File: src/rtl/fab_bitstream_loader.sv
`default_nettype none
// ============================================================================
// Module      : fab_bitstream_loader
// Description : Streams a byte-wide memory image into the eFPGA serial config
//               port, interleaving each data bit with one control-word bit,
//               then pulses the fabric user reset.
// Revision    : 1.0 - initial release
// ============================================================================

module fab_bitstream_loader #(
    parameter int          NUM_BYTES    = 16384,
    parameter int          ADDR_W       = 14,
    parameter logic [31:0] CTRL_WORD    = 32'h0000FAB1,
    parameter int          POST_WAIT    = 100,
    parameter int          USER_RST_CYC = 5
) (
    input  logic              clk,
    input  logic              reset,
    input  logic              start,
    input  logic              abort,
    input  logic [ADDR_W-2:0] len_words,
    output logic              mem_rd,
    output logic [ADDR_W-1:0] mem_addr,
    input  logic [7:0]        mem_data,
    output logic              s_clk,
    output logic              s_data,
    output logic              user_rst,
    output logic              busy,
    output logic              done
);

    localparam int c_WCNT_W   = ADDR_W - 1;
    localparam int c_CNT_MAX0 = (POST_WAIT > USER_RST_CYC) ? POST_WAIT : USER_RST_CYC;
    localparam int c_CNT_MAX  = (c_CNT_MAX0 > 5) ? c_CNT_MAX0 : 5;
    localparam int c_CNT_W    = $clog2(c_CNT_MAX + 1);

    localparam logic [c_WCNT_W-1:0] c_MAX_WORDS  = c_WCNT_W'(NUM_BYTES / 4);
    localparam logic [c_WCNT_W-1:0] c_WORD_ONE   = c_WCNT_W'(1);
    localparam logic [c_CNT_W-1:0]  c_CNT_ONE    = c_CNT_W'(1);
    localparam logic [c_CNT_W-1:0]  c_FETCH_LAST = c_CNT_W'(4);
    localparam logic [c_CNT_W-1:0]  c_PW_LAST    = c_CNT_W'(POST_WAIT - 1);
    localparam logic [c_CNT_W-1:0]  c_UR_LAST    = c_CNT_W'(USER_RST_CYC - 1);
    localparam logic [31:0]         c_CTRL       = CTRL_WORD;

    localparam logic [3:0] c_ST_IDLE      = 4'd0;
    localparam logic [3:0] c_ST_FETCH     = 4'd1;
    localparam logic [3:0] c_ST_BIT_SETUP = 4'd2;
    localparam logic [3:0] c_ST_BIT_RISE  = 4'd3;
    localparam logic [3:0] c_ST_BIT_CTRL  = 4'd4;
    localparam logic [3:0] c_ST_BIT_LOW   = 4'd5;
    localparam logic [3:0] c_ST_POSTWAIT  = 4'd6;
    localparam logic [3:0] c_ST_USERRST   = 4'd7;
    localparam logic [3:0] c_ST_DONE      = 4'd8;

    logic [3:0]          r_state_q,    w_state_d;
    logic [c_CNT_W-1:0]  r_cnt_q,      w_cnt_d;
    logic [4:0]          r_bit_q,      w_bit_d;
    logic [c_WCNT_W-1:0] r_word_idx_q, w_word_idx_d;
    logic [c_WCNT_W-1:0] r_nwords_q,   w_nwords_d;
    logic [31:0]         r_shift_q,    w_shift_d;

    logic                r_mem_rd_q,   w_mem_rd_d;
    logic [ADDR_W-1:0]   r_mem_addr_q, w_mem_addr_d;
    logic                r_s_clk_q,    w_s_clk_d;
    logic                r_s_data_q,   w_s_data_d;
    logic                r_user_rst_q, w_user_rst_d;
    logic                r_busy_q,     w_busy_d;
    logic                r_done_q,     w_done_d;

    // Sequencing: counters and state advance.
    always_comb begin
        w_state_d    = r_state_q;
        w_cnt_d      = r_cnt_q;
        w_bit_d      = r_bit_q;
        w_word_idx_d = r_word_idx_q;
        w_nwords_d   = r_nwords_q;
        w_shift_d    = r_shift_q;

        case (r_state_q)
            c_ST_IDLE: begin
                if (start) begin
                    w_nwords_d   = (len_words > c_MAX_WORDS) ? c_MAX_WORDS : len_words;
                    w_word_idx_d = '0;
                    w_bit_d      = '0;
                    w_cnt_d      = '0;
                    w_state_d    = (w_nwords_d == '0) ? c_ST_DONE : c_ST_FETCH;
                end
            end
            c_ST_FETCH: begin
                // Read data trails the strobe by one cycle, so capture on cycles 1..4.
                if (r_cnt_q != '0) begin
                    w_shift_d = {r_shift_q[23:0], mem_data};
                end
                if (r_cnt_q == c_FETCH_LAST) begin
                    w_cnt_d   = '0;
                    w_bit_d   = '0;
                    w_state_d = c_ST_BIT_SETUP;
                end else begin
                    w_cnt_d = r_cnt_q + c_CNT_ONE;
                end
            end
            c_ST_BIT_SETUP: w_state_d = c_ST_BIT_RISE;
            c_ST_BIT_RISE:  w_state_d = c_ST_BIT_CTRL;
            c_ST_BIT_CTRL: begin
                w_cnt_d   = '0;
                w_state_d = c_ST_BIT_LOW;
            end
            c_ST_BIT_LOW: begin
                if (r_cnt_q == '0) begin
                    w_cnt_d = c_CNT_ONE;
                end else begin
                    w_cnt_d = '0;
                    if (r_bit_q != 5'd31) begin
                        w_bit_d   = r_bit_q + 5'd1;
                        w_state_d = c_ST_BIT_SETUP;
                    end else if ((r_word_idx_q + c_WORD_ONE) != r_nwords_q) begin
                        w_word_idx_d = r_word_idx_q + c_WORD_ONE;
                        w_state_d    = c_ST_FETCH;
                    end else begin
                        w_state_d = c_ST_POSTWAIT;
                    end
                end
            end
            c_ST_POSTWAIT: begin
                if (r_cnt_q == c_PW_LAST) begin
                    w_cnt_d   = '0;
                    w_state_d = c_ST_USERRST;
                end else begin
                    w_cnt_d = r_cnt_q + c_CNT_ONE;
                end
            end
            c_ST_USERRST: begin
                if (r_cnt_q == c_UR_LAST) begin
                    w_cnt_d   = '0;
                    w_state_d = c_ST_DONE;
                end else begin
                    w_cnt_d = r_cnt_q + c_CNT_ONE;
                end
            end
            c_ST_DONE: w_state_d = c_ST_IDLE;
            default:   w_state_d = c_ST_IDLE;
        endcase

        // Cancel wins over any advance computed above.
        if (abort && (r_state_q != c_ST_IDLE)) begin
            w_state_d    = c_ST_IDLE;
            w_cnt_d      = '0;
            w_bit_d      = '0;
            w_word_idx_d = '0;
        end
    end

    // Outputs are decoded from the next state so every pin leaves a flop.
    always_comb begin
        w_s_clk_d    = 1'b0;
        w_s_data_d   = 1'b0;
        w_mem_rd_d   = 1'b0;
        w_mem_addr_d = r_mem_addr_q;
        w_user_rst_d = 1'b0;
        w_busy_d     = 1'b1;
        w_done_d     = 1'b0;

        case (w_state_d)
            c_ST_IDLE: w_busy_d = 1'b0;
            c_ST_FETCH: begin
                w_s_data_d = r_s_data_q;
                if (w_cnt_d != c_FETCH_LAST) begin
                    w_mem_rd_d   = 1'b1;
                    w_mem_addr_d = {w_word_idx_d[ADDR_W-3:0], w_cnt_d[1:0]};
                end
            end
            c_ST_BIT_SETUP: w_s_data_d = w_shift_d[5'd31 - w_bit_d];
            c_ST_BIT_RISE: begin
                w_s_clk_d  = 1'b1;
                w_s_data_d = w_shift_d[5'd31 - w_bit_d];
            end
            c_ST_BIT_CTRL: begin
                w_s_clk_d  = 1'b1;
                w_s_data_d = c_CTRL[5'd31 - w_bit_d];
            end
            c_ST_BIT_LOW:  w_s_data_d = c_CTRL[5'd31 - w_bit_d];
            c_ST_POSTWAIT: w_s_data_d = 1'b0;
            c_ST_USERRST:  w_user_rst_d = 1'b1;
            c_ST_DONE: begin
                w_busy_d = 1'b0;
                w_done_d = 1'b1;
            end
            default: w_busy_d = 1'b0;
        endcase
    end

    always_ff @(posedge clk) begin
        if (reset) begin
            r_state_q    <= c_ST_IDLE;
            r_cnt_q      <= '0;
            r_bit_q      <= '0;
            r_word_idx_q <= '0;
            r_nwords_q   <= '0;
            r_shift_q    <= '0;
            r_mem_rd_q   <= 1'b0;
            r_mem_addr_q <= '0;
            r_s_clk_q    <= 1'b0;
            r_s_data_q   <= 1'b0;
            r_user_rst_q <= 1'b0;
            r_busy_q     <= 1'b0;
            r_done_q     <= 1'b0;
        end else begin
            r_state_q    <= w_state_d;
            r_cnt_q      <= w_cnt_d;
            r_bit_q      <= w_bit_d;
            r_word_idx_q <= w_word_idx_d;
            r_nwords_q   <= w_nwords_d;
            r_shift_q    <= w_shift_d;
            r_mem_rd_q   <= w_mem_rd_d;
            r_mem_addr_q <= w_mem_addr_d;
            r_s_clk_q    <= w_s_clk_d;
            r_s_data_q   <= w_s_data_d;
            r_user_rst_q <= w_user_rst_d;
            r_busy_q     <= w_busy_d;
            r_done_q     <= w_done_d;
        end
    end

    assign mem_rd   = r_mem_rd_q;
    assign mem_addr = r_mem_addr_q;
    assign s_clk    = r_s_clk_q;
    assign s_data   = r_s_data_q;
    assign user_rst = r_user_rst_q;
    assign busy     = r_busy_q;
    assign done     = r_done_q;

endmodule

`default_nettype wire

File: config.mk
export PLATFORM = sky130hd
export DESIGN_NAME = fab_bitstream_loader
export DESIGN_NICKNAME = d
export VERILOG_FILES = /design/src/rtl/fab_bitstream_loader.sv
export SDC_FILE = /design/constraint.sdc
export NUM_CORES = 1
export LEC_CHECK = 0
export BUFFER_PORTS_ARGS = -buffer_cell sky130_fd_sc_hd__buf_2
export CAP_MARGIN = 15
export CORE_AREA = 10 10 103 105
export CTS_BUF_LIST = sky130_fd_sc_hd__clkbuf_8
export DETAILED_ROUTE_END_ITERATION = 10
export DIE_AREA = 0 0 113 115
export PLACE_DENSITY = 0.79
export RECOVER_POWER = 100
export SLEW_MARGIN = 10
export SYNTH_ARGS = -nofsm -noshare
export SYNTH_HDL_FRONTEND = slang
export SYNTH_SLANG_ARGS = --single-unit
export TNS_END_PERCENT = 1
File: constraint.sdc
create_clock -name clk -period 3.5 [get_ports clk]
set_input_delay 0 -clock clk [delete_from_list [all_inputs] [get_ports clk]]
set_output_delay 0 -clock clk [all_outputs]
set_load 0.05 [all_outputs]
* Word-level counts from Yosys, hierarchy flattened
Memory sizes are Yosys's and may differ from the RTL's. Index checks and enable logic that the tools add are counted.
Word-level totals: bits in registers 94, output and inout port bits 20, word-level logic and storage cells 103, memories kept 1, input bits 25, ROM bits 32
Cells by class: reduce and logical (&&, ||, !) cells 17, $add $sub $neg 4, bitwise logic cells 1, multiplexer cells 40, magnitude comparators 2, equal/unequal tests 24
Memories:
- (name not given) | depth 32, bits a word 1, read ports 1, clocked after Yosys merged registers in 0, wr ports 0, line 181 | c_ST_BIT_LOW: w_s_data_d = c_CTRL[5'd31 - w_bit_d];
Operators by type and width (number):
- 2-to-1 mux 13 bit | 5
- 2-to-1 mux 32 bit | 2
- case mux 7 bit (5 select lines) | 1
- equality test 4 x 3 -> 1 bit, second input constant | 8
- case mux 4 bit (8 select lines) | 1
- 2-to-1 mux 4 bit | 7
- 2-to-1 mux 7 bit | 4
- case mux 13 bit (2 select lines) | 1
- 2-to-1 mux 5 bit | 5
- equality test 4 x 2 -> 1 bit, second input constant | 4
- case mux 5 bit (3 select lines) | 1
- adder 13 x 1 -> 13 bit, second input constant | 1
- greater-than comparator 13 bit, second input constant | 1
- logical NOT 13 bit | 1
- inequality test 13 bit | 1
- 2-to-1 mux 12 bit | 1
- OR reduction 2 bit | 6
- equality test 4 x 1 -> 1 bit, second input constant | 2
- 2-to-1 mux 1 bit | 8
- inequality test 2 bit, second input constant | 4
- adder 7 x 1 -> 7 bit, second input constant | 1
- equality test 7 x 3 -> 1 bit, second input constant | 1
- equality test 7 bit, second input constant | 1
- logical NOT 7 bit | 1
- 18 further kinds | 20

* Longest topological paths before layout
Gate-level depths: netlist of the first run.
word-level depth 10, depth in mapped cells 14, gate-level depth less buffers 12

* Worst setup path before layout of the first run
No wires, ideal clock.
kind register to register, start point reg r_word_idx_q[1], end point reg r_mem_addr_q[11], in the netlist mem_addr[11], path slack 0.479 ns, clock period less this slack 3.021 ns, buffers on the path 3, cell stages (with the launch flop) 14, library setup time 0.117 ns, required time 3.383 ns, arrival 2.904 ns, path through dfxtp_1 ha_1 buf_2 nand3_1 nor3_2 nand3_1 xnor2_1 nor3_1 a31oi_2 nand2_1 nor3_2 buf_6 buf_8 o22a_1
Between the ends: word-level cells in the longest chain between the ends 9, elaborated cells on any way between the ends 14, those cells by class add/sub: 1; eq/ne: 2; mux: 10; reduce/logical: 1
RTL lines:
- start: declaration | line 58 | logic [c_WCNT_W-1:0] r_word_idx_q, w_word_idx_d;
- start signal: assignment | line 211 | r_word_idx_q <= w_word_idx_d;
- adder 13 x 1 -> 13 bit (*) | line 116, 117
- inequality test 13 bit | line 116 | end else if ((r_word_idx_q + c_WORD_ONE) != r_nwords_q) begin
- 2-to-1 mux 3 bit | line 116
- 2-to-1 mux 3 bit | line 113 | if (r_bit_q != 5'd31) begin
- 2-to-1 mux 4 bit | line 109 | if (r_cnt_q == '0) begin
- case mux 4 bit (8 select lines) | line 79 | case (r_state_q)
- 2-to-1 mux 4 bit | line 145 | if (abort && (r_state_q != c_ST_IDLE)) begin
- equality test 4 x 1 -> 1 bit | line 163 | case (w_state_d)
- AND reduction 2 bit (no source line)
- end signal: assignment | line 215 | r_mem_addr_q <= w_mem_addr_d;
- end: declaration | line 63 | logic [ADDR_W-1:0] r_mem_addr_q, w_mem_addr_d;
Mark *: on every way between the ends. The rest lies on a longest branch, timed or not. The select of a mux whose other input is x is not followed. A chain may end at the register's enable or synchronous reset.

* Worst setup path after layout of the first run
start point reg r_cnt_q[1], end point reg r_s_data_q, in the netlist s_data
Between the ends: word-level cells in the longest chain between the ends 8, elaborated cells on any way between the ends 29, those cells by class add/sub: 1; eq/ne: 7; mux: 16; reduce/logical: 4; memory: 1
RTL lines:
- start: declaration | line 56 | logic [c_CNT_W-1:0] r_cnt_q, w_cnt_d;
- start signal: assignment | line 209 | r_cnt_q <= w_cnt_d;
- equality test 7 x 3 -> 1 bit or logical NOT 7 bit (tied branches) | line 94, 133, 109
- 2-to-1 mux 5 bit, on equally long branches | line 94, 109
- case mux 5 bit (3 select lines) | line 79
- 2-to-1 mux 5 bit | line 145
- subtractor 5 bit
- memory (32 x 1 bit) or binary-select mux 1 bit (select 5 bit) (tied branches)
- 2-to-1 mux 1 bit, on equally long branches | line 181, 172, 175
- case mux 1 bit (3 select lines) | line 163
- end signal: assignment | line 217 | r_s_data_q <= w_s_data_d;
- end: declaration | line 65 | logic r_s_data_q, w_s_data_d;
Parallel ways exist; a longest one is shown, timed or not. The select of a mux whose other input is x is not followed.

==> flow_summary.json, run 1 <==
{
  "yosys-top-cells-area": "dfxtp_1 37%, nand2_1 7.6%, a21oi_1 7.6%",
  "p_leak_nw": 2.10,
  "async_flop_share_pct": 0,
  "drt_pass1_iterations": 5,
  "final_util_pct": 67.9,
  "grt-ovfl-total": 0,
  "reg2reg_from": "r_cnt_q[1]$_SDFF_PP0_",
  "clock_skew_ns": 0.0150,
  "mostFrequentLayoutCells": "102 x nand2_1, 94 x dfxtp_1, 76 x a21oi_1, 69 x nor2_1, 34 x o21ai_0",
  "synth_edf_count": 0,
  "r2r_cells": 12,
  "routedWlPerCell_um": 18.2,
  "setup_viol": 0,
  "ios": 45,
  "grt_pass1_vias": 4890,
  "crit_type": "register to register",
  "reg2reg_to": "s_data$_SDFFE_PP0N_",
  "fin_nets": 736,
  "setup_tns_ns": 0,
  "finalWorstSetupSlack_ns": 0.251,
  "antenna_found_initial": 0,
  "ys_seq_area_share_pct": 37.4,
  "fmaxAchievable_ghz": 0.308,
  "initial_utilization_pct": 58.8,
  "startpoint": "r_cnt_q[1]$_SDFF_PP0_",
  "r2r_setup_slack_ns": 0.25,
  "tightest_slew_ns": 0.680,
  "cp_slowest_stage_delay_ns": 0.47,
  "synth_fa_ha_area_share_pct": 0.995,
  "crit_family": "compound AO/OA/AOI/OAI gates",
  "synth-simple-area-share_pct": 25.0,
  "grt_pass1_wl_um": 24100,
  "drive_gt1_share_pct": 13.3,
  "die_area_um2": 13000,
  "whs_path_depth": 2,
  "cts_sinks": 94,
  "critPathMaxFanout": 6,
  "grt_max_degree": 40,
  "slew_headroom_pct": 54.5,
  "synthXorXnorAreaFrac_pct": 3.66,
  "clk_pin_slew_worst_paths_ns": 0.10,
  "yosysWarningCount": 0,
  "die_w_um": 113,
  "drv_slew": 0,
  "cp.depth": 12,
  "p_total_mw": 3.32,
  "synth_top_family_by_area": "compound AO/OA/AOI/OAI gates",
  "clockBufferDepth": 2,
  "critPathLaunchType": "register",
  "ir_worst_vdd_v": 0.000282,
  "hold_path.startpoint": "reset",
  "end_kind": "register",
  "layout_commonest_cell": "nand2_1",
  "num_vias": 5178,
  "place.gp.congestion": 0.952,
  "synth_nets": 671,
  "cts-root-buf": "clkbuf_8",
  "max-cap-violations": 0,
  "pre_cts_ws_ns": 0.0812,
  "avgViaCountPerCell": 6.31,
  "synthDistinctLibCells": 76,
  "postRouteAntennaNets": 0,
  "synthCells": 642,
  "hold_path.class": "input port to register",
  "power_density_nw_per_um2": 571,
  "die-height_um": 115,
  "finalHoldViolCount": 0,
  "holdPathEnd": "r_nwords_q[7]$_SDFFE_PP0P_",
  "cp.arrival_ns": 3.49,
  "synthFlopType": "dfxtp_1",
  "synth_compound_area_share_pct": 27.0,
  "syn_to_final_growth_pct": 15.5,
  "slowest_stage": "or4b_1",
  "antennaDiodeCount": 0,
  "worstSkewPairLatency_ns": 0.37,
  "synth.largest_area_cell": "dfxtp_1",
  "wirelength_um": 14900,
  "outcome": "complete, no violations",
  "cts_inserted_buffers": 9,
  "drc": 0,
  "syn-cell-area_um2": 5030,
  "crit_buf_inv": 2,
  "cts_tree": "yes",
  "core-area_um2": 8550,
  "fin_crit_ns": 3.25,
  "dp_hpwl_um": 10500,
  "drtIter0Drc": 530,
  "rsz0062_at_grt": "no",
  "synth_top_area_share_pct": 37.4,
  "rows": 34,
  "fillCellCount": 736,
  "period_share_pct": 92.8,
  "worstPathCellList": "inv_1 > ha_1 > or4b_1 > o21ai_1 > buf_4 > mux2_2 > a22o_1 > o21a_1 > a211oi_1 > and3b_1 > o32ai_2 > o21ai_0",
  "track_usage_pct": 22.2,
  "synth_mux_area_share_pct": 2.06,
  "port_buffers": 44,
  "avgSynthCellArea_um2": 7.84,
  "cts.htree.levels": 3,
  "synth-seq-cells": 94,
  "worstPathRequired_ns": 3.74
}
-- synth_stat cells, drive strengths merged (2+ instances only) --
cell     instances
a22oi           21
o21ai           36
o2111ai          3
xor2             9
and2             5
nand4            9
and4             2
a21boi           2
nor2            71
o22a             8
nand2b           5
or2              5
nand3b           4
nor4             7
o211ai           8
a41o             2
a21oi           76
inv              6
o21a             4
ha               4
nor3            22
a211oi           9
xnor2           12
mux2i            7
a32o             2
a311oi           4
clkbuf          28
nand3           21
nand2          102
buf             10
a31oi            7
a32oi            3
a2111oi          2
a21o             3
a22o             2
dfxtp           94
and3             7
-- how the worst max path moves through the flow --
stage / end / slack (ns)
3_3_place_gp: s_data$_SDFFE_PP0N_ / 0.13
5_1_grt: mem_addr[6]$_SDFFE_PP0P_ / 0.03
6_report: s_data$_SDFFE_PP0N_ / 0.25
2_1_floorplan: mem_addr[11]$_SDFFE_PP0P_ / 0.48
3_5_place_dp: s_data$_SDFFE_PP0N_ / 0.08
4_1_cts: s_data$_SDFFE_PP0N_ / 0.03
-- power breakdown --
group / internal, mW / switching, mW
clock: 0.291 / 0.427
sequential: 1.17 / 0.0995
combinational: 0.430 / 0.898
-- cell families after synthesis --
logic type / after synthesis
XOR/XNOR: 21
flip-flops: 94
AO/OA/AOI/OAI: 204
buffers and inverters: 44
adder cells (fa/ha/maj): 4
multiplexers: 9
AND/OR/NAND/NOR: 266
-- final cells by class --
class                           count  area, um2  area share, %
Multi-Input combinational cell    504       2980           51.2
Clock buffer                       10        138           2.37
Tap cell                          108        135           2.33
Inverter                            6       22.5          0.388
Timing Repair Buffer               92        603           10.4
Sequential cell                    94       1880           32.4
Clock inverter                      6       52.6          0.905
-- timing repair --
action	4_1_cts	5_1_grt
setup buffers	0	1
endpoints found under the hold margin	21	0
hold buffers	21	0
gates resized for setup	0	7
endpoints found under the setup margin	0	13
-- metrics by stage --
stage	std cells	hold slack [ns]	area, um2
after global placement	782	0.251	5420
after detailed placement	782	0.267	5420
after CTS	819	0.0825	5820
after global routing	820	0.0972	5810
final	820	0.0847	5810
after floorplan	642	0.147	5030
-- state kept, by name, summed over array words and instances (netlist names) --
register / flops
r_cnt_q: 7
r_shift_q: 32
s_clk: 1
mem_rd: 1
r_word_idx_q: 13
mem_addr: 14
user_rst: 1
busy: 1
r_bit_q: 5
s_data: 1
r_nwords_q: 13
done: 1
r_state_q: 4
-- routing by layer --
layer / GRT usage (%) / vias up / share of wire [%]
met3: 4.11 / 41 / 6.0
li1: - / 2465 / -
met1: 27.6 / 2443 / 43
met5: 0 / - / 0
met4: 9.90 / 0 / 2.7
met2: 36.7 / 229 / 48
Note: power is estimated with default switching activity, not from simulation.
==> run 2: changes to the inputs <==
Settings changed: CORE_AREA 10 10 103 105 to 2 2 95 97, DIE_AREA 0 0 113 115 to 0 0 97 99.
==> run 2 against run 1 <==
Wire length shrank 3.5%. Die area shrank 26%. Clock power grew 5.4%. Non-clock buffer count grew 3. Sequential power is essentially flat. Global-route usage grew 7.7 points. Critical path type unchanged.
==> flow_summary.json, run 2 (synthesis results as in run 1) <==
{
  "outcome": "complete, no violations",
  "fin_nets": 739,
  "routedWlPerCell_um": 17.5,
  "clockBufferDepth": 2,
  "port_buffers": 44,
  "ir_worst_vdd_v": 0.000401,
  "cp.arrival_ns": 3.62,
  "max-cap-violations": 0,
  "grt_pass1_vias": 4857,
  "cts-root-buf": "clkbuf_8",
  "clk_pin_slew_worst_paths_ns": 0.10,
  "period_share_pct": 96.4,
  "crit_family": "compound AO/OA/AOI/OAI gates",
  "layout_commonest_cell": "nand2_1",
  "critPathLaunchType": "register",
  "setup_viol": 0,
  "avgViaCountPerCell": 6.30,
  "hold_path.class": "input port to register",
  "cts_inserted_buffers": 9,
  "cts_sinks": 94,
  "crit_buf_inv": 2,
  "core-area_um2": 8550,
  "power_density_nw_per_um2": 566,
  "initial_utilization_pct": 58.8,
  "final_util_pct": 68.4,
  "ios": 45,
  "drt_pass1_iterations": 5,
  "setup_tns_ns": 0,
  "die-height_um": 99,
  "drtIter0Drc": 308,
  "critPathMaxFanout": 6,
  "regMostFlops": "r_shift_q",
  "stdcell_count": 823,
  "die_w_um": 97,
  "tightest_slew_ns": 0.743,
  "fin_crit_ns": 3.37,
  "antenna_found_initial": 0,
  "clock_skew_ns": 0.00921,
  "rows": 34,
  "largest_register_ffs": 32,
  "postRouteAntennaNets": 0,
  "cp_slowest_stage_delay_ns": 0.46,
  "drc": 0,
  "crit_top_cell": "o21ai_0",
  "grt-ovfl-total": 0,
  "worstPathCellList": "inv_1 > ha_1 > or4b_1 > o21ai_0 > buf_4 > mux2_2 > a22o_1 > o21a_1 > a211oi_2 > and3b_1 > o32ai_1 > o21ai_0",
  "crit_type": "register to register",
  "die_area_um2": 9600,
  "finalHoldViolCount": 0,
  "cts_tree": "yes",
  "slew_headroom_pct": 50.0,
  "cts.htree.levels": 3,
  "wirelength_um": 14400,
  "p_total_mw": 3.31,
  "worstPathRequired_ns": 3.75,
  "slowest_stage": "or4b_1",
  "drv_slew": 0,
  "drive_gt1_share_pct": 14.1,
  "end_kind": "register",
  "antennaDiodeCount": 0,
  "rsz0062_at_grt": "no",
  "syn_to_final_growth_pct": 16.3,
  "worstSkewPairLatency_ns": 0.38,
  "finalWorstSetupSlack_ns": 0.126,
  "track_usage_pct": 29.9,
  "place.gp.congestion": 0.917,
  "grt_max_degree": 63,
  "pre_cts_ws_ns": 0.00879,
  "num_vias": 5184,
  "mostFrequentLayoutCells": "102 x nand2_1, 94 x dfxtp_1, 76 x a21oi_1, 69 x nor2_1, 35 x o21ai_0",
  "fmaxAchievable_ghz": 0.296,
  "p_leak_nw": 2.14,
  "dp_hpwl_um": 10200,
  "dp_cells": 785,
  "grt_pass1_wl_um": 23400
}
## run 2: changes by cell type in the layout (fill, tap and decap cells not counted), sizes merged
cell	previous run	this run
clkinvlp	2	1
inv	10	9
buf	46	48
clkinv	0	2
bufinv	0	1
## run 2: layer usage
| metal | wire (um) | global-route usage (%) | part of all wire, % | up-vias |
|---|---|---|---|---|
| met2 | 6900 | 51.5 | 48 | 208 |
| li1 | - | - | - | 2468 |
| met3 | 876 | 5.53 | 6.1 | 45 |
| met4 | 457 | 12.0 | 3.2 | 0 |
| met5 | 0 | 0 | 0 | - |
| met1 | 6140 | 37.0 | 43 | 2463 |
## run 2: worst paths after layout
check             cells past startpoint                startpoint  slack, ns                         end
hold / removal                        4                     reset       0.23  r_word_idx_q[8]$_SDFF_PP0_
setup reg to reg                     12     r_cnt_q[0]$_SDFF_PP0_       0.13         s_data$_SDFFE_PP0N_
hold reg to reg                       2  r_shift_q[31]$_SDFF_PP0_       0.46    r_shift_q[31]$_SDFF_PP0_
setup / recovery                     12     r_cnt_q[0]$_SDFF_PP0_       0.13         s_data$_SDFFE_PP0N_
## run 2: worst register-to-register path: cells and delay by family, from the launching register on
kind	cells	cell delay (ns)
AOI/OAI and AO/OA	6	1.45
and+or+nand+nor	2	0.66
DFF	1	0.37
muxes	1	0.36
buffers and inverters	2	0.24
adders and majority gates	1	0.18
## run 2: report_power, final
group          leakage (nW)  switching [mW]  total (mW)  internal [mW]
clock network         0.102           0.417       0.757          0.340
registers             0.762          0.0998        1.27           1.17
logic                  1.27           0.879        1.28          0.404
## run 2: cell type report
class	instances	area (um2)
timing repair buffer	95	613
sequential	94	1880
fill	722	2700
clock buffer	9	124
multi-input combinational	504	2990
tap	108	135
inverter	6	22.5
clock inverter	7	80.1
## run 2: repair_timing
action                     CTS  global route
pin swaps                    0             2
hold buffers                21             0
hold endpoints to repair    21             0
buffers inserted             0             1
gates resized for setup      1             7
setup endpoints to repair    1             7
## run 2: through the flow
stage               hold slack (ns)  cell area (um2)
global placement              0.251             5430
CTS                           0.218             5850
detailed placement            0.264             5430
global route                  0.246             5850
finish                        0.233             5850
floorplan                     0.147             5030
